$ cat config.mk
export PLATFORM = sky130hd
export DESIGN_NAME = is_prime_seq
export DESIGN_NICKNAME = d
export VERILOG_FILES = /design/src/rtl/prime_pkg.sv /design/src/rtl/prime_rem_unit.sv /design/src/rtl/is_prime_seq.sv
export SDC_FILE = /design/constraint.sdc
export NUM_CORES = 1
export LEC_CHECK = 0
export BUFFER_PORTS_ARGS = -buffer_cell sky130_fd_sc_hd__clkbuf_2
export CORE_MARGIN = 2
export CORE_UTILIZATION = 55
export DETAILED_ROUTE_END_ITERATION = 8
export PLACE_DENSITY_LB_ADDON = 0.08
export SYNTH_ARGS = -nofsm -noshare
export SYNTH_HDL_FRONTEND = slang
export SYNTH_SLANG_ARGS = --single-unit
$ cat constraint.sdc
create_clock -name clk -period 6.1 [get_ports clk]
set_input_delay 1.22 -clock clk [delete_from_list [all_inputs] [get_ports clk]]
set_output_delay 1.22 -clock clk [all_outputs]
set_load 0.02 [all_outputs]
$ cat src/rtl/prime_pkg.sv
// Shared FSM encoding and limits for the sequential prime detector.
// Imported by is_prime_seq and prime_rem_unit.
package prime_pkg;

  localparam int MIN_WIDTH = 3;
  localparam int MAX_WIDTH = 32;

  typedef enum logic [2:0] {
    ST_IDLE      = 3'd0,
    ST_SMALL     = 3'd1,
    ST_DIV_START = 3'd2,
    ST_DIV_WAIT  = 3'd3,
    ST_DONE      = 3'd4
  } state_e;

endpackage

$ cat src/rtl/prime_rem_unit.sv
// Restoring remainder unit, one quotient bit per cycle; done pulses WIDTH+1 cycles after start.
// Ports: clk, rst_n, start, dividend[WIDTH], divisor[WIDTH+1], done, rem[WIDTH+1].
module prime_rem_unit
  import prime_pkg::*;
#(
  parameter int WIDTH = 8
) (
  input  logic             clk,
  input  logic             rst_n,
  input  logic             start,
  input  logic [WIDTH-1:0] dividend,
  input  logic [WIDTH:0]   divisor,
  output logic             done,
  output logic [WIDTH:0]   rem
);

  localparam int CW = $clog2(WIDTH + 1);

  logic [WIDTH:0]   r_q, r_d;
  logic [WIDTH-1:0] q_q, q_d;
  logic [CW-1:0]    cnt_q, cnt_d;
  logic             done_q, done_d;

  logic [WIDTH+1:0] shifted;
  logic [WIDTH:0]   diff;
  logic             ge;

  // The true difference is below divisor, so the low WIDTH+1 bits are exact.
  assign shifted = {r_q, q_q[WIDTH-1]};
  assign ge      = shifted >= {1'b0, divisor};
  assign diff    = shifted[WIDTH:0] - divisor;

  always_comb begin
    r_d    = r_q;
    q_d    = q_q;
    cnt_d  = cnt_q;
    done_d = 1'b0;
    if (start) begin
      r_d   = '0;
      q_d   = dividend;
      cnt_d = CW'(WIDTH);
    end else if (cnt_q != '0) begin
      r_d    = ge ? diff : shifted[WIDTH:0];
      q_d    = q_q << 1;
      cnt_d  = cnt_q - CW'(1);
      done_d = (cnt_q == CW'(1));
    end
  end

  always_ff @(posedge clk or negedge rst_n) begin
    if (!rst_n) begin
      r_q    <= '0;
      q_q    <= '0;
      cnt_q  <= '0;
      done_q <= 1'b0;
    end else begin
      r_q    <= r_d;
      q_q    <= q_d;
      cnt_q  <= cnt_d;
      done_q <= done_d;
    end
  end

  assign done = done_q;
  assign rem  = r_q;

endmodule

$ cat src/rtl/is_prime_seq.sv
// Sequential trial-division prime detector with valid/ready in and out.
// Ports: clk, rst_n, in_valid/in_ready/in_value, out_valid/out_ready/out_prime, busy; out_factor if IS_PRIME_FACTOR_EN.
module is_prime_seq
  import prime_pkg::*;
#(
  parameter int WIDTH = 8
) (
  input  logic             clk,
  input  logic             rst_n,
  input  logic             in_valid,
  output logic             in_ready,
  input  logic [WIDTH-1:0] in_value,
  output logic             out_valid,
  input  logic             out_ready,
  output logic             out_prime,
  output logic             busy
`ifdef IS_PRIME_FACTOR_EN
  ,
  output logic [WIDTH-1:0] out_factor
`endif
);

  if (WIDTH < MIN_WIDTH || WIDTH > MAX_WIDTH) begin : g_width_chk
    $error("is_prime_seq: WIDTH out of range");
  end

  state_e           state_q, state_d;
  logic [WIDTH-1:0] n_q, n_d;
  logic [WIDTH:0]   d_q, d_d;
  logic             prime_q, prime_d;
`ifdef IS_PRIME_FACTOR_EN
  logic [WIDTH-1:0] factor_q, factor_d;
`endif

  logic             rem_start;
  logic             rem_done;
  logic [WIDTH:0]   rem;
  logic [WIDTH:0]   d_plus2;
  logic [WIDTH:0]   sq_src;
  logic [2*WIDTH+1:0] sq;
  logic             sq_gt_n;

  // In DIV_WAIT the square of the next divisor is tested early, so a
  // prime exits straight to DONE instead of spending a DIV_START cycle.
  assign d_plus2 = d_q + (WIDTH+1)'(2);
  assign sq_src  = (state_q == ST_DIV_WAIT) ? d_plus2 : d_q;
  assign sq      = {{(WIDTH+1){1'b0}}, sq_src} * {{(WIDTH+1){1'b0}}, sq_src};
  assign sq_gt_n = sq > {{(WIDTH+2){1'b0}}, n_q};

  prime_rem_unit #(.WIDTH(WIDTH)) u_rem (
    .clk      (clk),
    .rst_n    (rst_n),
    .start    (rem_start),
    .dividend (n_q),
    .divisor  (d_q),
    .done     (rem_done),
    .rem      (rem)
  );

  always_comb begin
    state_d   = state_q;
    n_d       = n_q;
    d_d       = d_q;
    prime_d   = prime_q;
    rem_start = 1'b0;
`ifdef IS_PRIME_FACTOR_EN
    factor_d  = factor_q;
`endif
    unique case (state_q)
      ST_IDLE: begin
        if (in_valid) begin
          n_d     = in_value;
          state_d = ST_SMALL;
        end
      end
      ST_SMALL: begin
        state_d = ST_DONE;
        if (n_q < WIDTH'(2)) begin
          prime_d = 1'b0;
`ifdef IS_PRIME_FACTOR_EN
          factor_d = n_q;
`endif
        end else if (n_q == WIDTH'(2) || n_q == WIDTH'(3)) begin
          prime_d = 1'b1;
`ifdef IS_PRIME_FACTOR_EN
          factor_d = n_q;
`endif
        end else if (!n_q[0]) begin
          prime_d = 1'b0;
`ifdef IS_PRIME_FACTOR_EN
          factor_d = WIDTH'(2);
`endif
        end else begin
          d_d     = (WIDTH+1)'(3);
          state_d = ST_DIV_START;
        end
      end
      ST_DIV_START: begin
        if (sq_gt_n) begin
          prime_d = 1'b1;
          state_d = ST_DONE;
`ifdef IS_PRIME_FACTOR_EN
          factor_d = n_q;
`endif
        end else begin
          rem_start = 1'b1;
          state_d   = ST_DIV_WAIT;
        end
      end
      ST_DIV_WAIT: begin
        if (rem_done) begin
          if (rem == '0) begin
            prime_d = 1'b0;
            state_d = ST_DONE;
`ifdef IS_PRIME_FACTOR_EN
            factor_d = d_q[WIDTH-1:0];
`endif
          end else if (sq_gt_n) begin
            d_d     = d_plus2;
            prime_d = 1'b1;
            state_d = ST_DONE;
`ifdef IS_PRIME_FACTOR_EN
            factor_d = n_q;
`endif
          end else begin
            d_d     = d_plus2;
            state_d = ST_DIV_START;
          end
        end
      end
      ST_DONE: begin
        if (out_ready) state_d = ST_IDLE;
      end
      default: state_d = ST_IDLE;
    endcase
  end

  always_ff @(posedge clk or negedge rst_n) begin
    if (!rst_n) begin
      state_q  <= ST_IDLE;
      n_q      <= '0;
      d_q      <= '0;
      prime_q  <= 1'b0;
`ifdef IS_PRIME_FACTOR_EN
      factor_q <= '0;
`endif
    end else begin
      state_q  <= state_d;
      n_q      <= n_d;
      d_q      <= d_d;
      prime_q  <= prime_d;
`ifdef IS_PRIME_FACTOR_EN
      factor_q <= factor_d;
`endif
    end
  end

  assign in_ready  = (state_q == ST_IDLE);
  assign busy      = (state_q != ST_IDLE);
  assign out_valid = (state_q == ST_DONE);
  assign out_prime = prime_q;
`ifdef IS_PRIME_FACTOR_EN
  assign out_factor = factor_q;
`endif

endmodule
Word-level counts from Yosys, hierarchy flattened
Cells that the tools add are included.

Input bits: 12. ROM bits: 0. Bits in writable memories: 0. Bits in latches: 0. Memories kept: 0. Register bits after elaboration: 43. Output and inout port bits: 4. Logic and storage cells: 77.

Add/sub/neg operators: 3. Divide/modulo/power cells: 0. Bitwise operators: 0. Magnitude comparators: 3. Mux-type cells: 35. Equal/unequal tests: 15. Multipliers: 1. Reduce and logical (&&, ||, !) cells: 12. Shift operators: 0.

Operators by type and width (number): 9-bit 2-to-1 mux (9); 3-bit 2-to-1 mux (9); 18-bit by 8-bit greater-than comparator with 1-bit output (1); 9-bit by 9-bit multiplier with 18-bit output (1); 9-bit case mux with 2 select lines (1); 8-bit by 2-bit == test with 1-bit output, second input constant (2); 8-bit 2-to-1 mux (2); 3-bit case mux with 5 select lines (1); 10-bit by 9-bit >= comparator with 1-bit output (1); 1-bit 2-to-1 mux (10); 2-bit inequality test, second input constant (5); 9-bit by 2-bit adder with 9-bit output, second input constant (1); 9-bit logical NOT (1); 9-bit subtractor (1); 8-bit by 2-bit < comparator with 1-bit output, second input constant (1); 4-bit 2-to-1 mux (2); 3-bit by 2-bit == test with 1-bit output, second input constant (2); 3-bit AND reduction (2); 6-bit AND reduction (1); 3-bit nonzero test (2); 4-bit by 1-bit == test with 1-bit output, second input constant (1); 2-bit by 1-bit inequality test with 1-bit output, second input constant (2); 4-bit inequality test, second input constant (1); 2-bit nonzero test (2); other kinds (8) (8).

Longest topological paths before layout
Depth after elaboration: 8. Mapped depth: 28.

Cells and area by module
From an unflattened synthesis, not the netlist that was laid out.

Cell total of the unflattened synthesis: 623. Area total of the unflattened synthesis: 5300.1 um^2.

Modules (own cells, without submodules): is_prime_seq (cells an instance 443, area an instance 3623.5 um^2, seq. area each 525.5 um^2, instances 1); prime_rem_unit (cells an instance 180, area an instance 1676.6 um^2, seq. area each 550.5 um^2, instances 1).

Least setup slack after synthesis
No wires, ideal clock.

Path kind: reg-to-reg. From: register state_q[0]. To: register u_rem.done_q (netlist: u_rem.done). Setup slack: -0.177 ns. Setup time: 0.121 ns. Cell stages (with the launch flop): 28. Arrival time: 6.157 ns. Period minus slack after synthesis: 6.277 ns. Cell sequence: dfrtp_1 > nor2b_1 > buf_4 > nand2_4 > inv_4 > ha_1 > and2_1 > inv_1 > fa_1 > inv_1 > fa_1 > inv_1 > fa_1 > fa_1 > inv_1 > ha_1 > buf_2 > xnor2_1 > ha_1 > a211oi_1 > o31a_1 > a221oi_1 > nor3_1 > o2111ai_1 > nor4_4 > nand3_2 > buf_6 > and4b_1.

Longest elaborated chain between the ends: 7. Elaborated cells on any way between the ends: 8. Classes of those cells: 1 x mul; 1 x order compare; 2 x eq/ne; 4 x mux.

RTL lines: start: declaration (RTL line is_prime_seq.sv:27) `state_e state_q, state_d;`; start signal: assignment (RTL line is_prime_seq.sv:148) `state_q <= state_d;`; 3-bit by 2-bit == test with 1-bit output (RTL line is_prime_seq.sv:46) `assign sq_src = (state_q == ST_DIV_WAIT) ? d_plus2 : d_q;`; 9-bit 2-to-1 mux (RTL line is_prime_seq.sv:46); 9-bit by 9-bit multiplier with 18-bit output (RTL line is_prime_seq.sv:47) `assign sq = {{(WIDTH+1){1'b0}}, sq_src} * {{(WIDTH+1){1'b0}}, sq_src};`; 18-bit by 8-bit greater-than comparator with 1-bit output (RTL line is_prime_seq.sv:48) `assign sq_gt_n = sq > {{(WIDTH+2){1'b0}}, n_q};`; 1-bit 2-to-1 mux (RTL line is_prime_seq.sv:99) `if (sq_gt_n) begin`; 1-bit 2-to-1 mux (*) (RTL line is_prime_seq.sv:69) `unique case (state_q)`; 1-bit 2-to-1 mux (*) (RTL line prime_rem_unit.sv:38) `if (start) begin`; named net u_rem.done_d (RTL line prime_rem_unit.sv:22) `logic done_q, done_d;`; end signal: assignment (RTL line prime_rem_unit.sv:60) `done_q <= done_d;`; end: declaration (RTL line prime_rem_unit.sv:22).

The timed path passes the listed nets; every way through them passes the cells marked *. A chain may end at the register's enable or synchronous reset.

Worst setup path in the final report
From: register state_q[2]. To: register state_q[2].

Longest elaborated chain between the ends: 8. Elaborated cells on any way between the ends: 17. Classes of those cells: 1 x mul; 1 x order compare; 7 x eq/ne; 6 x mux; 2 x reduce/logical.

RTL lines: 3-bit by 2-bit == test with 1-bit output (RTL line is_prime_seq.sv:46, is_prime_seq.sv:69); 9-bit 2-to-1 mux (RTL line is_prime_seq.sv:46); 9-bit by 9-bit multiplier with 18-bit output (RTL line is_prime_seq.sv:47); 18-bit by 8-bit greater-than comparator with 1-bit output (RTL line is_prime_seq.sv:48); 3-bit 2-to-1 mux (RTL line is_prime_seq.sv:118) `end else if (sq_gt_n) begin`; 3-bit 2-to-1 mux (RTL line is_prime_seq.sv:112) `if (rem == '0) begin`; 3-bit 2-to-1 mux (RTL line is_prime_seq.sv:111) `if (rem_done) begin`; 3-bit case mux with 5 select lines (RTL line is_prime_seq.sv:69).

Several ways; a longest one is shown, not always the timed one. The select of a mux whose other input is x is not followed.

==> results.py <==
metrics = {
    "status": {
        "outcome": "completed",
    },
    "timing": {
        "final-max-slew-violation-count": 0,
        "rsz0062_at_grt": "yes",
        "final.min_clock_period_ps": 6020,
        "hold_viol_final": 0,
        "worstMarginPinSlew_ps": 1060,
        "setup_ws_ps": 83.9,
        "final.hold.worst_slack_ps": 546,
        "slew-limit-headroom": 0.294,
        "timing.final.setup_violations": 0,
        "clock_skew_ps": 12.4,
        "post_route_fraction_of_the_period_consumed_by_the_critical_path": 0.986,
        "max_freq_mhz": 166,
    },
    "floorplan": {
        "die_w_um": 99.4,
        "chipHeight_um": 99.4,
        "start_util": 0.571,
        "io_pins": 16,
        "std_cell_rows": 34,
        "core_mm2": 0.00876,
        "dieArea_mm2": 0.00988,
    },
    "logic_synthesis": {
        "post_synth_inst_count": 588,
        "synth_async_sr_flop_share": 1.00,
        "syn-cell-area_mm2": 0.00500,
        "number_of_synthesis_warnings": 0,
        "synth_nets": 688,
        "synth-edff-count": 0,
        "post_synth.cell_area_avg_um2": 8.51,
        "ys_seq_area_frac": 0.215,
        "ys_seq_elements": 43,
        "ys.flop_type": "sky130_fd_sc_hd__dfrtp_1",
        "netlist-cell-type-count": 63,
    },
    "setup_path": {
        "cell_with_the_most_instances_on_the_worst_path": "sky130_fd_sc_hd__buf_4",
        "cp_max_fo": 7,
        "worstSetupEndpointType": "flop",
        "cp_data_arrival_time_ps": 6210,
        "critical-path-slowest-cell": "sky130_fd_sc_hd__fa_1",
        "cp-start-kind": "flop",
        "timing.setup.critical_path_class": "flop to flop",
        "required_ps": 6290,
        "ff2ff_path_depth": 29,
        "crit_path_max_incr_delay_ps": 500,
    },
    "clock_network": {
        "root_driver": "sky130_fd_sc_hd__clkbuf_8",
        "clkLatencyLatePin_ps": 310,
        "clock_tree_from_tritoncts": "yes",
        "max-clock-path-buffers": 2,
        "cts_made_buffers": 5,
        "clkTransAtPathRegs_ps": 100,
        "holdBufCountCts": 0,
        "h_tree_level_count": 2,
        "cts_num_sinks": 43,
    },
    "drt": {
        "drc_errors": 0,
        "routedWlPerCell_um": 15.7,
        "drt-total-wl_um": 12400,
        "drt_iter0_drc": 233,
        "drt_pass1_iterations": 5,
        "drt_antenna_net_count": 0,
        "via_count": 4434,
        "via_per_inst": 5.64,
    },
    "layout": {
        "final_core_utilization": 0.715,
        "area_added_between_synthesis_and_finish_pct": 25.2,
        "final_layout_size_suffix_gt1_frac": 0.268,
        "antenna_cells_inserted": 0,
        "finalInstanceArea_mm2": 0.00627,
        "design.final.nets": 777,
    },
    "power_and_ir_drop": {
        "power.share.sequential": 0.264,
        "fin_total_pwr_w": 0.00190,
        "power.density_cell_area_mw_per_mm2": 303,
        "switching_share": 0.443,
        "pwr-share-clk": 0.105,
        "power.static_leakage_nw": 3.23,
        "max-vdd-ir-drop_uv": 247,
        "cell_internal_pwr_w": 0.00106,
        "power.combinational.fraction": 0.631,
        "power.switching_w": 0.000842,
    },
    "global_routing": {
        "track_usage": 0.256,
        "grt-ovfl-total": 0,
        "globalRouteMet2Util": 0.421,
        "number_of_antenna_violations_at_the_first_check_in_global_routing": 0,
        "grt_util_met1": 0.367,
        "first_global_vias": 4409,
        "grt_max_degree": 44,
        "groute.layer.met3.usage": 0.0365,
        "globalRoute.busiestLayer": "met2",
        "grt_first_pass_wirelength_um": 20800,
    },
    "hold_path": {
        "min_path_cells": 2,
        "holdCritPathClass": "flop to flop",
    },
    "placement": {
        "portBuffers": 15,
        "finalWeightedCongestion": 0.879,
        "placement.cell_area_mm2": 0.00555,
        "place_ws_ps": -157,
        "half_perimeter_wire_length_after_detailed_placement_um": 9360,
    },
    "flow_run": {
        "cap_violations": 0,
    },
}
final timing paths:
path / from / to / slack [ps]
setup reg to reg: state_q[2] / state_q[2] / 80
min in group asynchronous: rst_n / u_rem.cnt_q[2] / 1090
setup / recovery: state_q[2] / state_q[2] / 80
hold reg to reg: u_rem.cnt_q[3] / u_rem.cnt_q[3] / 550
hold / removal: u_rem.cnt_q[3] / u_rem.cnt_q[3] / 550
max in group asynchronous: rst_n / d_q[1] / 4300
per-layer routing:
metal	up-vias	wire, um
met4	0	187
met5	-	0
met3	22	494
met2	76	6050
li1	2171	-
met1	2165	5620
cells by family (layout without fill, tap and decap cells):
kind of cell    count (synthesis)  count (layout)  synth area share
compound gates                120             120             0.164
simple gates                  189             189             0.185
fa+ha+maj                      88              88             0.271
mux                            18              18            0.0367
xor+xnor                       27              27            0.0473
buf+inv                       103             193            0.0808
flops                          43              43             0.215
sequential cells by signal (all words and copies together), names as in the netlist:
name         cells
d_q              9
u_rem.rem        9
n_q              8
u_rem.q_q        8
u_rem.cnt_q      4
state_q          3
out_prime        1
u_rem.done       1
cells in the mapped netlist (all sizes together) (7+ instances only):
cell,number,area (um^2)
inv,88,333
ha,54,676
nand2,54,210
nor2,53,199
dfrtp,43,1080
fa,34,681
o21ai,30,150
a21oi,21,105
xnor2,18,158
nand3,16,90.1
mux2i,15,150
o211ai,11,82.6
and2,10,62.6
nor3,10,50.1
a21o,9,67.6
nor2b,9,56.3
xor2,9,78.8
and3,8,50.1
clkbuf,8,30.0
o211a,8,80.1
nand2b,7,43.8
cells in the final DEF, fill, tap and decap left out, types with 4 or more instances in the layout:
master | synthesis | final
sky130_fd_sc_hd__nand2_1 | 53 | 50
sky130_fd_sc_hd__dfrtp_1 | 43 | 41
sky130_fd_sc_hd__inv_2 | 0 | 9
sky130_fd_sc_hd__and3_1 | 8 | 6
sky130_fd_sc_hd__mux2i_1 | 15 | 14
sky130_fd_sc_hd__nor2_4 | 0 | 4
sky130_fd_sc_hd__o211ai_1 | 11 | 11
sky130_fd_sc_hd__clkbuf_8 | 0 | 5
sky130_fd_sc_hd__ha_1 | 54 | 47
sky130_fd_sc_hd__and2_1 | 10 | 7
sky130_fd_sc_hd__ha_4 | 0 | 7
sky130_fd_sc_hd__buf_4 | 1 | 74
sky130_fd_sc_hd__xnor2_1 | 18 | 9
sky130_fd_sc_hd__a31oi_1 | 6 | 5
sky130_fd_sc_hd__xnor2_2 | 0 | 7
sky130_fd_sc_hd__nor2_1 | 53 | 46
sky130_fd_sc_hd__o211a_1 | 8 | 8
sky130_fd_sc_hd__nand4_1 | 5 | 5
sky130_fd_sc_hd__nor3_1 | 10 | 8
sky130_fd_sc_hd__o21ai_0 | 29 | 28
sky130_fd_sc_hd__nor2b_1 | 9 | 6
sky130_fd_sc_hd__xor2_1 | 9 | 9
sky130_fd_sc_hd__nand3_1 | 14 | 11
sky130_fd_sc_hd__a21boi_0 | 4 | 4
sky130_fd_sc_hd__a21oi_1 | 21 | 18
sky130_fd_sc_hd__inv_1 | 87 | 78
sky130_fd_sc_hd__a211oi_1 | 6 | 4
sky130_fd_sc_hd__fa_1 | 34 | 33
sky130_fd_sc_hd__buf_6 | 1 | 5
sky130_fd_sc_hd__a21o_1 | 9 | 9
sky130_fd_sc_hd__clkbuf_2 | 0 | 15
sky130_fd_sc_hd__or3_1 | 5 | 4
sky130_fd_sc_hd__nand2b_1 | 7 | 7
critical path: cells and delay by family, from the launching register on:
kind	cells	cell delay, ps
AOI/OAI and AO/OA	5	970
adders and majority gates	6	2080
buffers and inverters	12	1230
DFF	1	420
and+or+nand+nor	6	1200
area by class of cell:
cell class | instances | area [um^2]
clock inverter | 3 | 26.3
clock buffer | 5 | 68.8
tap | 108 | 135
timing repair buffer | 95 | 707
sequential | 43 | 1080
fill | 672 | 2500
inverter | 90 | 343
multi-input combinational | 442 | 3910
power groups by stage:
stage               sequential [W]  clock (W)  combinational (W)
global route              0.000516   0.000213            0.00135
global placement          0.000498          0            0.00104
detailed placement        0.000502          0            0.00107
finish                    0.000502   0.000200            0.00120
floorplan                 0.000480          0           0.000811
CTS                       0.000496   0.000205            0.00112
metrics by stage:
step | std cells | setup TNS (ps)
4_1_cts | 772 | 0
2_1_floorplan | 588 | 0
6_report | 786 | 0
3_5_place_dp | 745 | -2540
5_1_grt | 786 | -3510
3_3_place_gp | 745 | 0
what timing repair did:
item | in CTS | in global routing
resized for setup | 21 | 55
setup buffers | 19 | 15
pin swaps | 26 | 42
gates cloned | 0 | 0
setup endpoints to repair | 20 | 25
endpoints found under the hold margin | 0 | 0
No activity file was read; power rests on OpenSTA's default activity.
